**config.mk**
```make
export PLATFORM = sky130hd
export DESIGN_NAME = id_ex_register
export DESIGN_NICKNAME = d
export VERILOG_FILES = /design/src/rtl/id_ex_register.sv
export SDC_FILE = /design/constraint.sdc
export NUM_CORES = 1
export LEC_CHECK = 0
export CAP_MARGIN = 0
export CORE_MARGIN = 2
export CORE_UTILIZATION = 43
export CTS_CLUSTER_SIZE = 28
export DETAILED_ROUTE_END_ITERATION = 10
export PLACE_DENSITY = 0.88
export SLEW_MARGIN = 10
export SYNTH_ARGS = -nofsm -noshare
export SYNTH_HDL_FRONTEND = slang
export SYNTH_SLANG_ARGS = --single-unit
export TNS_END_PERCENT = 100
```
**constraint.sdc**
```tcl
create_clock -name clk -period 3.4 [get_ports clk]
set_input_delay 0.34 -clock clk [delete_from_list [all_inputs] [get_ports clk]]
set_output_delay 0.34 -clock clk [all_outputs]
set_load 0.005 [all_outputs]
```
**src/rtl/id_ex_register.sv**
```systemverilog
// id_ex_register: Decode-to-Execute pipeline register with stall, flush-to-bubble and a saturating bubble counter.
module id_ex_register #(
  parameter int DATA_W = 32,
  parameter int REG_W  = 5,
  parameter int CNT_W  = 16
) (
  input  logic              clk,
  input  logic              reset,
  input  logic              flushE,
  input  logic              stallE,
  input  logic              validD,
  input  logic              regWriteD,
  input  logic              memToRegD,
  input  logic              memWriteD,
  input  logic              ALUSrcD,
  input  logic              regDstD,
  input  logic [2:0]        ALUControlD,
  input  logic [DATA_W-1:0] RD1D,
  input  logic [DATA_W-1:0] RD2D,
  input  logic [REG_W-1:0]  RsD,
  input  logic [REG_W-1:0]  RtD,
  input  logic [REG_W-1:0]  RdD,
  input  logic [DATA_W-1:0] signImmD,
  output logic              regWriteE,
  output logic              memToRegE,
  output logic              memWriteE,
  output logic              ALUSrcE,
  output logic              regDstE,
  output logic [2:0]        ALUControlE,
  output logic [DATA_W-1:0] RD1E,
  output logic [DATA_W-1:0] RD2E,
  output logic [DATA_W-1:0] signImmE,
  output logic [REG_W-1:0]  RsE,
  output logic [REG_W-1:0]  RtE,
  output logic [REG_W-1:0]  RdE,
  output logic              validE,
  output logic [CNT_W-1:0]  bubbleCount
);
  always_ff @(posedge clk) begin
    if (reset || flushE) begin
      regWriteE   <= 1'b0;
      memToRegE   <= 1'b0;
      memWriteE   <= 1'b0;
      ALUSrcE     <= 1'b0;
      regDstE     <= 1'b0;
      ALUControlE <= '0;
      RD1E        <= '0;
      RD2E        <= '0;
      signImmE    <= '0;
      RsE         <= '0;
      RtE         <= '0;
      RdE         <= '0;
      validE      <= 1'b0;
    end else if (!stallE) begin
      regWriteE   <= regWriteD;
      memToRegE   <= memToRegD;
      memWriteE   <= memWriteD;
      ALUSrcE     <= ALUSrcD;
      regDstE     <= regDstD;
      ALUControlE <= ALUControlD;
      RD1E        <= RD1D;
      RD2E        <= RD2D;
      signImmE    <= signImmD;
      RsE         <= RsD;
      RtE         <= RtD;
      RdE         <= RdD;
      validE      <= validD;
    end
    if (reset) bubbleCount <= '0;
    else if (flushE && !(&bubbleCount)) bubbleCount <= bubbleCount + 1'b1;
  end
endmodule

```
==> metrics.log, run 1 <==
[metrics] Via-to-Cell Ratio: 4.93
[metrics] I/O pin cnt: 260
[metrics] Final Net Count: 865
[metrics] final hold vios: 0
[metrics] total number of vias: 4414
[metrics] area of the die: 0.0125 mm^2
[metrics] postcts setup bufs: 0
[metrics] number of synthesis warnings: 0
[metrics] area growth from synthesis to final layout: 67.5%
[metrics] Max-Slew Margin vs Limit: 61.9%
[metrics] final setup skew: 4.80 ps
[metrics] Mapped Area: 0.00500 mm^2
[metrics] endpoint class of the critical path: flop
[metrics] RSZ-0062 raised after global routing: false
[metrics] core area: 0.0114 mm^2
[metrics] H-tree depth: 4
[metrics] CTS Buffer Depth: 2
[metrics] hpwl dp: 10200 um
[metrics] max-slew violation count: 0
[metrics] Critical path origin: bubbleCount[2]
[metrics] Remaining DRCs: 0
[metrics] starting density of the core: 44.0%
[metrics] number of endpoints failing setup at the final stage: 0
[metrics] shortest clock period the worst path allows after layout: 1910 ps
[metrics] wire length of the first global-routing pass: 22700 um
[metrics] via count of the first global-routing pass: 4495
[metrics] setup_tns: 0 ps
[metrics] synthesized instance count: 487
[metrics] DR pass1 iterations: 4
[metrics] number of standard-cell rows in the floorplan: 39
[metrics] register-to-register path setup slack: 1490 ps
[metrics] worst setup slack before clock tree synthesis: 1200 ps
[metrics] worst min path class: in -> reg
[metrics] Total Routing Usage GR: 22.5%
[metrics] clock tree from TritonCTS: built
[metrics] Synth Net Count: 612
[metrics] detail-routed net length per standard cell: 15.9 um
[metrics] Chip Width: 112 um
[metrics] number of fillers in the final layout: 804
[metrics] gpl congestion: 0.821
[metrics] antenna diode instance count: 0
[metrics] worst skew pair latency: 400 ps
[metrics] Leakage: 3.40 nW
[metrics] reg2reg start: bubbleCount[2]
[metrics] data arrival at the endpoint of the critical path: 2200 ps
[metrics] R2R Path End: bubbleCount[15]
[metrics] largest net degree at the start of global routing: 73
[metrics] final worst path period share: 56.1%
[metrics] drt total wl: 14300 um
[metrics] post-cts gate resize count: 0
[metrics] Crit Path Category: reg -> reg
[metrics] highest net fanout along the worst path: 9
[metrics] clk root buf: sky130_fd_sc_hd__clkbuf_16
[metrics] cts bufs inserted: 17
[metrics] post-synthesis cell type count: 28
[metrics] Critical Path Start Type: flop
[metrics] average footprint of a synthesized cell: 10.3 um^2
[metrics] outcome: finished clean
[metrics] remaining antenna violation count after routing: 0
[metrics] Initial DRC Count: 224
[metrics] count of input and output buffers: 259
[metrics] transition time at the pin with the least slew margin: 571 ps
[metrics] clock sinks: 136
[metrics] Cell Pwr Density: 497 mW/mm^2
[metrics] flops & latches, synth: 136
[metrics] total grt overflow: 0
[metrics] FMAX: 524 MHz
[metrics] setup ws final: 1490 ps
[metrics] Post-CTS Hold Buffers: 0
[metrics] share of synthesized area occupied by flip-flops and latches: 54.4%
[metrics] die boundary height: 112 um
[metrics] layout cell share with drive strength beyond 1: 5.85%
[metrics] Required @ worst endpoint: 3690 ps
[metrics] max-cap check violation count: 0
[metrics] antenna violations before repair: 0
[metrics] largest voltage drop on the vdd net: 252 uV
[metrics] endpoint of the worst setup timing path: bubbleCount[15]
[metrics] clock-pin slew of the registers on the worst-case setup and hold paths: 60 ps
[metrics] Reg2Reg Depth: 4
-- cell usage after synthesis (all sizes together) --
cell type	n	area [um^2]
and4	1	8.76
nand2	7	26.3
a31oi	1	6.26
o31ai	5	37.5
nor4	6	43.8
or2	2	12.5
a311oi	1	8.76
mux2	5	56.3
buf	11	51.3
nor2	130	488
nand2b	2	12.5
or4	4	30.0
inv	3	11.3
nand4	5	37.5
a21oi	8	40.0
and3	1	6.26
nand3	4	20.0
clkbuf	18	67.6
or3	5	31.3
mux2i	122	1220
dfxtp	136	2720
o21ai	4	20.0
ha	1	12.5
nor2b	5	31.3
-- layer usage --
layer / routed length (um) / track usage (%) / share of wire, % / up-vias
li1: - / - / - / 2158
met1: 5680 / 25.2 / 40 / 2037
met2: 7130 / 39.2 / 50 / 191
met3: 1130 / 7.62 / 7.9 / 28
met4: 316 / 9.30 / 2.2 / 0
met5: 0 / 0 / 0 / -
-- critical path, cell delays in order, from the launching register on --
cell                      delay, ps
sky130_fd_sc_hd__dfxtp_1        480
sky130_fd_sc_hd__and4_1         300
sky130_fd_sc_hd__nand3_1        250
sky130_fd_sc_hd__nor4_1         380
sky130_fd_sc_hd__mux2_2         380
-- worst min-delay path by stage --
stage                               from  cells past startpoint        endpoint
after floorplan           ALUControlD[0]                      2  ALUControlE[0]
after global placement            RsE[3]                      2          RsE[3]
after detailed placement        RD1E[18]                      2        RD1E[18]
after CTS                         stallE                      3        RD1E[24]
after global routing              stallE                      3        RD1E[23]
final                             stallE                      3        RD1E[24]
-- logic make-up after synthesis --
kind of cell | Yosys count | share of synthesized area, %
AND/OR/NAND/NOR | 172 | 15.0
flip-flops | 136 | 54.4
multiplexers | 127 | 25.5
buffers and inverters | 32 | 2.60
AO/OA/AOI/OAI | 19 | 2.25
adder cells (fa/ha/maj) | 1 | 0.250
-- cells in the final DEF, fill, tap and decap left out, types with 6 or more instances in the layout --
master	instances
sky130_fd_sc_hd__mux2i_1	122
sky130_fd_sc_hd__clkdlybuf4s50_1	258
sky130_fd_sc_hd__a21oi_1	8
sky130_fd_sc_hd__clkbuf_16	17
sky130_fd_sc_hd__bufinv_16	6
sky130_fd_sc_hd__dfxtp_1	136
sky130_fd_sc_hd__nand2_1	7
sky130_fd_sc_hd__nor2_1	130
-- state kept, by name (all words and copies together) (netlist names) --
name         count
validE           1
RD2E            32
RD1E            32
RsE              5
RtE              5
ALUSrcE          1
regDstE          1
memWriteE        1
bubbleCount     16
signImmE        32
memToRegE        1
RdE              5
ALUControlE      3
regWriteE        1
-- layout make-up --
type / instances / area (um^2) / share of cell area, %
Sequential cell: 136 / 2720 / 32.5
Tap cell: 143 / 179 / 2.13
Timing Repair Buffer: 263 / 2650 / 31.6
Clock inverter: 12 / 224 / 2.67
Inverter: 3 / 11.3 / 0.134
Multi-Input combinational cell: 319 / 2150 / 25.7
Clock buffer: 19 / 443 / 5.28
-- where the power goes --
| group | switching [mW] | total [mW] | internal (mW) |
|---|---|---|---|
| clock network | 0.669 | 2.06 | 1.39 |
| logic | 0.152 | 0.434 | 0.282 |
| registers | 0.0285 | 1.67 | 1.64 |
| total | 0.850 | 4.17 | 3.32 |
-- through the flow --
| step | utilization (%) | power, mW | hold slack, ps | instances | cell area (um^2) |
|---|---|---|---|---|---|
| 2_1_floorplan | - | 1.87 | 484 | 487 | 5000 |
| 3_3_place_gp | 67.9 | 2.12 | 474 | 864 | 7710 |
| 3_5_place_dp | 67.9 | 2.14 | 486 | 864 | 7710 |
| 4_1_cts | 73.7 | 4.21 | 449 | 895 | 8380 |
| 5_1_grt | 73.7 | 4.32 | 481 | 895 | 8380 |
| 6_report | 73.7 | 4.17 | 465 | 895 | 8380 |
Power figures use the tool's default switching activity.
==> run 2: changes to the inputs <==
--- a/config.mk
+++ b/config.mk
@@ -7,10 +7,10 @@
 export LEC_CHECK = 0
 export CAP_MARGIN = 0
 export CORE_MARGIN = 2
-export CORE_UTILIZATION = 43
+export CORE_UTILIZATION = 40
 export CTS_CLUSTER_SIZE = 28
 export DETAILED_ROUTE_END_ITERATION = 10
-export PLACE_DENSITY = 0.88
+export PLACE_DENSITY = 0.83
 export SLEW_MARGIN = 10
 export SYNTH_ARGS = -nofsm -noshare
 export SYNTH_HDL_FRONTEND = slang
==> constraint.sdc (replaced) <==
create_clock -name clk -period 2 [get_ports clk]
set_input_delay 0.2 -clock clk [delete_from_list [all_inputs] [get_ports clk]]
set_output_delay 0.2 -clock clk [all_outputs]
set_load 0.005 [all_outputs]
==> run 2 against run 1 <==
Compared with the run above: wire length up 1.3%; global-route usage down 0.76 points; clock skew about the same; sequential power up 70%; setup slack worse by 1300 ps; hold slack worse by 190 ps; first-iteration DRC count down 9.8%; largest cell class unchanged; largest power group unchanged.
==> metrics.log, run 2 (same netlist as run 1, synthesis figures left out) <==
[metrics] outcome: finished clean
[metrics] CP peak stage delay: 440 ps
[metrics] gpl congestion: 0.782
[metrics] max-slew violation count: 0
[metrics] DR pass1 iterations: 5
[metrics] count of input and output buffers: 259
[metrics] hold-critical path endpoint: regWriteE
[metrics] register-to-register path setup slack: 150 ps
[metrics] total number of vias: 4435
[metrics] RSZ-0062 raised after global routing: false
[metrics] clock tree from TritonCTS: built
[metrics] crit path buf inv count: 0
[metrics] final setup skew: 5.06 ps
[metrics] cts bufs inserted: 17
[metrics] clk root buf: sky130_fd_sc_hd__clkbuf_16
[metrics] wire length of the first global-routing pass: 22400 um
[metrics] drt total wl: 14400 um
[metrics] core area: 0.0121 mm^2
[metrics] antenna diode instance count: 0
[metrics] setup_tns: 0 ps
[metrics] H-tree depth: 4
[metrics] postcts setup bufs: 0
[metrics] highest net fanout along the worst path: 9
[metrics] clock-pin slew of the registers on the worst-case setup and hold paths: 50 ps
[metrics] hold path cells: 3
[metrics] Reg2Reg Depth: 4
[metrics] starting density of the core: 41.3%
[metrics] endpoint class of the critical path: flop
[metrics] post-cts gate resize count: 0
[metrics] via count of the first global-routing pass: 4621
[metrics] max-cap check violation count: 0
[metrics] CTS Buffer Depth: 2
[metrics] Remaining DRCs: 0
[metrics] worst min path class: in -> reg
[metrics] layout cell share with drive strength beyond 1: 6.22%
[metrics] final worst path period share: 92.4%
[metrics] Leakage: 3.40 nW
[metrics] die boundary height: 116 um
[metrics] worst skew pair latency: 410 ps
[metrics] largest net degree at the start of global routing: 58
[metrics] final hold vios: 0
[metrics] R2R Path End: bubbleCount[14]
[metrics] Critical Path Start Type: flop
[metrics] Final Net Count: 869
[metrics] number of endpoints failing setup at the final stage: 0
[metrics] Cell Pwr Density: 790 mW/mm^2
[metrics] Required @ worst endpoint: 2300 ps
[metrics] number of standard-cell rows in the floorplan: 40
[metrics] hold slack final: 270 ps
[metrics] I/O pin cnt: 260
[metrics] Crit Path Category: reg -> reg
[metrics] Hold Path Origin: stallE
[metrics] Total Routing Usage GR: 21.7%
[metrics] cell type group with the largest total delay on the critical path: simple AND/OR/NAND/NOR gates
[metrics] detail-routed net length per standard cell: 15.6 um
[metrics] cells traversed along the worst timing path: and4_1 > nand3_1 > nor4_1 > mux2_2
[metrics] remaining antenna violation count after routing: 0
[metrics] most frequent standard cell in the layout excluding fill and tap cells: sky130_fd_sc_hd__clkdlybuf4s50_1
[metrics] Initial DRC Count: 202
[metrics] Max-Slew Margin vs Limit: 56.4%
[metrics] hpwl dp: 10900 um
[metrics] total grt overflow: 0
[metrics] shortest clock period the worst path allows after layout: 1850 ps
[metrics] largest voltage drop on the vdd net: 544 uV
[metrics] transition time at the pin with the least slew margin: 649 ps
[metrics] number of fillers in the final layout: 936
[metrics] critical-path cell with the highest stage delay: sky130_fd_sc_hd__dfxtp_1
[metrics] Via-to-Cell Ratio: 4.80
[metrics] area growth from synthesis to final layout: 67.8%
[metrics] commonest non-fill, non-tap cells in the layout: sky130_fd_sc_hd__clkdlybuf4s50_1, sky130_fd_sc_hd__dfxtp_1, sky130_fd_sc_hd__nor2_1, sky130_fd_sc_hd__mux2i_1, sky130_fd_sc_hd__clkbuf_16
[metrics] Post-CTS Hold Buffers: 0
[metrics] FMAX: 541 MHz
[metrics] data arrival at the endpoint of the critical path: 2140 ps
[metrics] clock sinks: 136
[metrics] area of the die: 0.0134 mm^2
[metrics] antenna violations before repair: 0
[metrics] largest registers: RD1E: 32 flops, RD2E: 32 flops, signImmE: 32 flops
[metrics] reg2reg start: bubbleCount[3]
[metrics] Chip Width: 116 um
[run 2: worst max-delay path by stage]
stage | from | to | slack (ps) | cells past startpoint
final | bubbleCount[3] | bubbleCount[14] | 150 | 4
after global routing | bubbleCount[2] | bubbleCount[15] | 20 | 4
after CTS | bubbleCount[3] | bubbleCount[15] | 170 | 4
after detailed placement | flushE | bubbleCount[15] | 130 | 5
after global placement | flushE | bubbleCount[15] | 190 | 5
after floorplan | bubbleCount[9] | bubbleCount[13] | 320 | 4
[run 2: worst register-to-register path, cell delays in order, from the launching register on]
cell and delay, ps:
sky130_fd_sc_hd__dfxtp_1 440, sky130_fd_sc_hd__and4_1 300, sky130_fd_sc_hd__nand3_1 280, sky130_fd_sc_hd__nor4_1 350
sky130_fd_sc_hd__mux2_2 370
[run 2: per-stage QoR]
step | instances | setup slack, ps | utilization (%) | cell area [um^2] | power [mW]
2_1_floorplan | 487 | 321 | - | 5000 | 3.17
3_3_place_gp | 893 | 188 | 64.5 | 7810 | 3.63
3_5_place_dp | 893 | 134 | 64.5 | 7810 | 3.65
4_1_cts | 924 | 166 | 69.3 | 8390 | 6.71
5_1_grt | 924 | 16.7 | 69.3 | 8400 | 6.90
6_report | 924 | 153 | 69.3 | 8400 | 6.63
[run 2: report_power, final]
group	leakage, nW	switching, mW	total (mW)	internal, mW
registers	1.11	0.0456	2.84	2.80
logic	2.00	0.261	0.750	0.489
clock network	0.286	1.07	3.04	1.97
total	3.40	1.38	6.63	5.25
[run 2: layout make-up]
cell class	instances	area [um^2]	area share, %
Sequential cell	136	2720	32.4
Timing Repair Buffer	267	2720	32.3
Multi-Input combinational cell	319	2160	25.7
Clock buffer	21	450	5.36
Tap cell	168	210	2.50
Clock inverter	10	128	1.52
Inverter	3	11.3	0.134
[run 2: per-layer routing]
metal / global-route usage, % / vias up / wire length, um
li1: - / 2177 / -
met3: 9.31 / 33 / 1360
met2: 38.7 / 189 / 7360
met4: 10.6 / 0 / 413
met5: 0 / - / 0
met1: 21.8 / 2036 / 5310
==> run 3: changes to the inputs <==
--- a/config.mk
+++ b/config.mk
@@ -8,6 +8,7 @@
 export CAP_MARGIN = 0
 export CORE_MARGIN = 2
 export CORE_UTILIZATION = 40
+export CTS_BUF_LIST = sky130_fd_sc_hd__clkbuf_16
 export CTS_CLUSTER_SIZE = 28
 export DETAILED_ROUTE_END_ITERATION = 10
 export PLACE_DENSITY = 0.83
==> constraint.sdc (replaced) <==
create_clock -name clk -period 2 [get_ports clk]
set_input_delay 0.2 -clock clk [delete_from_list [all_inputs] [get_ports clk]]
set_output_delay 0.2 -clock clk [all_outputs]
set_load 0.05 [all_outputs]
==> run 3 against run 2 <==
Compared with the run above: global-route usage shrank 0.43 points; via count grew 1.3%; first-iteration DRC count shrank 9.9%; clock skew shrank 3.4 ps; clock-buffer cell count shrank 4; critical path depth shrank 3; die area is the same; hold slack gained 38 ps; flip-flop and latch count is the same; wire length grew 0.67%.
==> metrics.log, run 3 (same netlist as run 1, synthesis figures left out) <==
[metrics] outcome: finished clean
[metrics] total grt overflow: 0
[metrics] layout cell share with drive strength beyond 1: 7.10%
[metrics] number of fillers in the final layout: 930
[metrics] sequential standard cell area: 0.00273 mm^2
[metrics] endpoint of the worst setup timing path: bubbleCount[6]
[metrics] DR pass1 iterations: 4
[metrics] largest registers: RD1E: 32 flops, RD2E: 32 flops, signImmE: 32 flops
[metrics] Chip Width: 116 um
[metrics] area occupied by multi-input gates: 0.00215 mm^2
[metrics] Crit Path Category: reg -> out
[metrics] Total Routing Usage GR: 21.3%
[metrics] transition time at the pin with the least slew margin: 561 ps
[metrics] antenna violations before repair: 0
[metrics] total number of vias: 4494
[metrics] highest net fanout along the worst path: 7
[metrics] final setup skew: 1.67 ps
[metrics] Max-Slew Margin vs Limit: 62.3%
[metrics] max-cap check violation count: 0
[metrics] remaining antenna violation count after routing: 0
[metrics] RSZ-0062 raised after global routing: false
[metrics] cts bufs inserted: 17
[metrics] count of input and output buffers: 259
[metrics] most frequent standard cell in the layout excluding fill and tap cells: sky130_fd_sc_hd__clkdlybuf4s50_1
[metrics] final worst path period share: 96.4%
[metrics] Critical Path Start Type: flop
[metrics] cell type group with the largest total delay on the critical path: buffers and inverters
[metrics] Final Net Count: 875
[metrics] gpl congestion: 0.864
[metrics] clk root buf: sky130_fd_sc_hd__clkbuf_16
[metrics] Critical path origin: bubbleCount[6]
[metrics] core area: 0.0121 mm^2
[metrics] area of the die: 0.0134 mm^2
[metrics] Via-to-Cell Ratio: 4.84
[metrics] cells traversed along the worst timing path: clkdlybuf4s50_1
[metrics] FMAX: 518 MHz
[metrics] antenna diode instance count: 0
[metrics] data arrival at the endpoint of the critical path: 1730 ps
[metrics] final hold vios: 0
[metrics] core occupancy in the finished layout: 69.5%
[metrics] Cell Pwr Density: 801 mW/mm^2
[metrics] crit path buf inv count: 1
[metrics] Initial DRC Count: 182
[metrics] CTS Buffer Depth: 2
[metrics] drt total wl: 14500 um
[metrics] die boundary height: 116 um
[metrics] hpwl dp: 10900 um
[metrics] wire length of the first global-routing pass: 22000 um
[metrics] number of standard-cell rows in the floorplan: 40
[metrics] post-cts gate resize count: 0
[metrics] detail-routed net length per standard cell: 15.7 um
[metrics] Remaining DRCs: 0
[metrics] number of endpoints failing setup at the final stage: 0
[metrics] reg2reg start: bubbleCount[4]
[metrics] starting density of the core: 41.3%
[metrics] shortest clock period the worst path allows after layout: 1930 ps
[metrics] endpoint class of the critical path: output pin
[metrics] worst min path class: in -> reg
[metrics] clock tree from TritonCTS: built
[metrics] H-tree depth: 4
[metrics] register-to-register path setup slack: 140 ps
[metrics] Post-CTS Hold Buffers: 0
[metrics] worst skew pair latency: 410 ps
[metrics] setup_tns: 0 ps
[metrics] via count of the first global-routing pass: 4622
[metrics] clock sinks: 136
[metrics] area growth from synthesis to final layout: 68.3%
[metrics] largest voltage drop on the vdd net: 593 uV
[metrics] I/O pin cnt: 260
[metrics] critical-path cell with the highest stage delay: sky130_fd_sc_hd__clkdlybuf4s50_1
[metrics] R2R Path End: bubbleCount[15]
[metrics] Reg2Reg Depth: 4
[metrics] largest net degree at the start of global routing: 62
[metrics] commonest non-fill, non-tap cells in the layout: sky130_fd_sc_hd__clkdlybuf4s50_1, sky130_fd_sc_hd__dfxtp_1, sky130_fd_sc_hd__nor2_1, sky130_fd_sc_hd__mux2i_1, sky130_fd_sc_hd__clkbuf_16
[metrics] CP peak stage delay: 860 ps
[metrics] Pwr Total: 6.75 mW
[metrics] number of gates on the worst path with buffers counted: 1
[metrics] clock-pin slew of the registers on the worst-case setup and hold paths: 50 ps
[metrics] max-slew violation count: 0
[metrics] Required @ worst endpoint: 1800 ps
[metrics] postcts setup bufs: 0
[metrics] Leakage: 3.41 nW
run 3: report_power, final:
group	switching (mW)	total, mW	internal [mW]
logic	0.544	1.04	0.499
registers	0.0462	2.84	2.80
clock network	1.08	2.86	1.78
total	1.67	6.75	5.08
run 3: worst min-delay path, delay by kind of cell:
family / cells / cell delay (ps)
mux: 1 / 170
buf+inv: 1 / 230
simple gates: 1 / 70
run 3: area by class of cell:
cell class	count	share of cell area, %
Timing Repair Buffer	273	32.9
Sequential cell	136	32.4
Multi-Input combinational cell	319	25.6
Clock buffer	17	5.05
Tap cell	168	2.50
Clock inverter	13	1.38
Inverter	3	0.134
run 3: worst min path at each step:
| stage | startpoint | endpoint | slack (ps) | cells past startpoint |
|---|---|---|---|---|
| floorplan | ALUControlD[0] | ALUControlE[0] | 340 | 2 |
| global placement | RD2E[18] | RD2E[18] | 470 | 2 |
| detailed placement | signImmE[6] | signImmE[6] | 490 | 2 |
| CTS | stallE | ALUSrcE | 320 | 3 |
| global route | stallE | RD2E[26] | 330 | 3 |
| finish | stallE | ALUSrcE | 310 | 3 |
run 3: stage by stage:
step	instance area, um^2	std cells	setup WS, ps	hold slack, ps
finish	8420	929	71.1	309
global route	8420	929	3.97	325
CTS	8420	929	58.9	316
detailed placement	7880	899	183	487
global placement	7880	899	241	475
floorplan	5010	487	7.64	344
run 3: metal layers:
layer	vias up	part of all wire (%)	track usage [%]
met5	-	0	0
met4	0	3.1	10.3
met3	45	10	9.31
met2	202	51	38.4
met1	2064	36	20.9
li1	2183	-	-
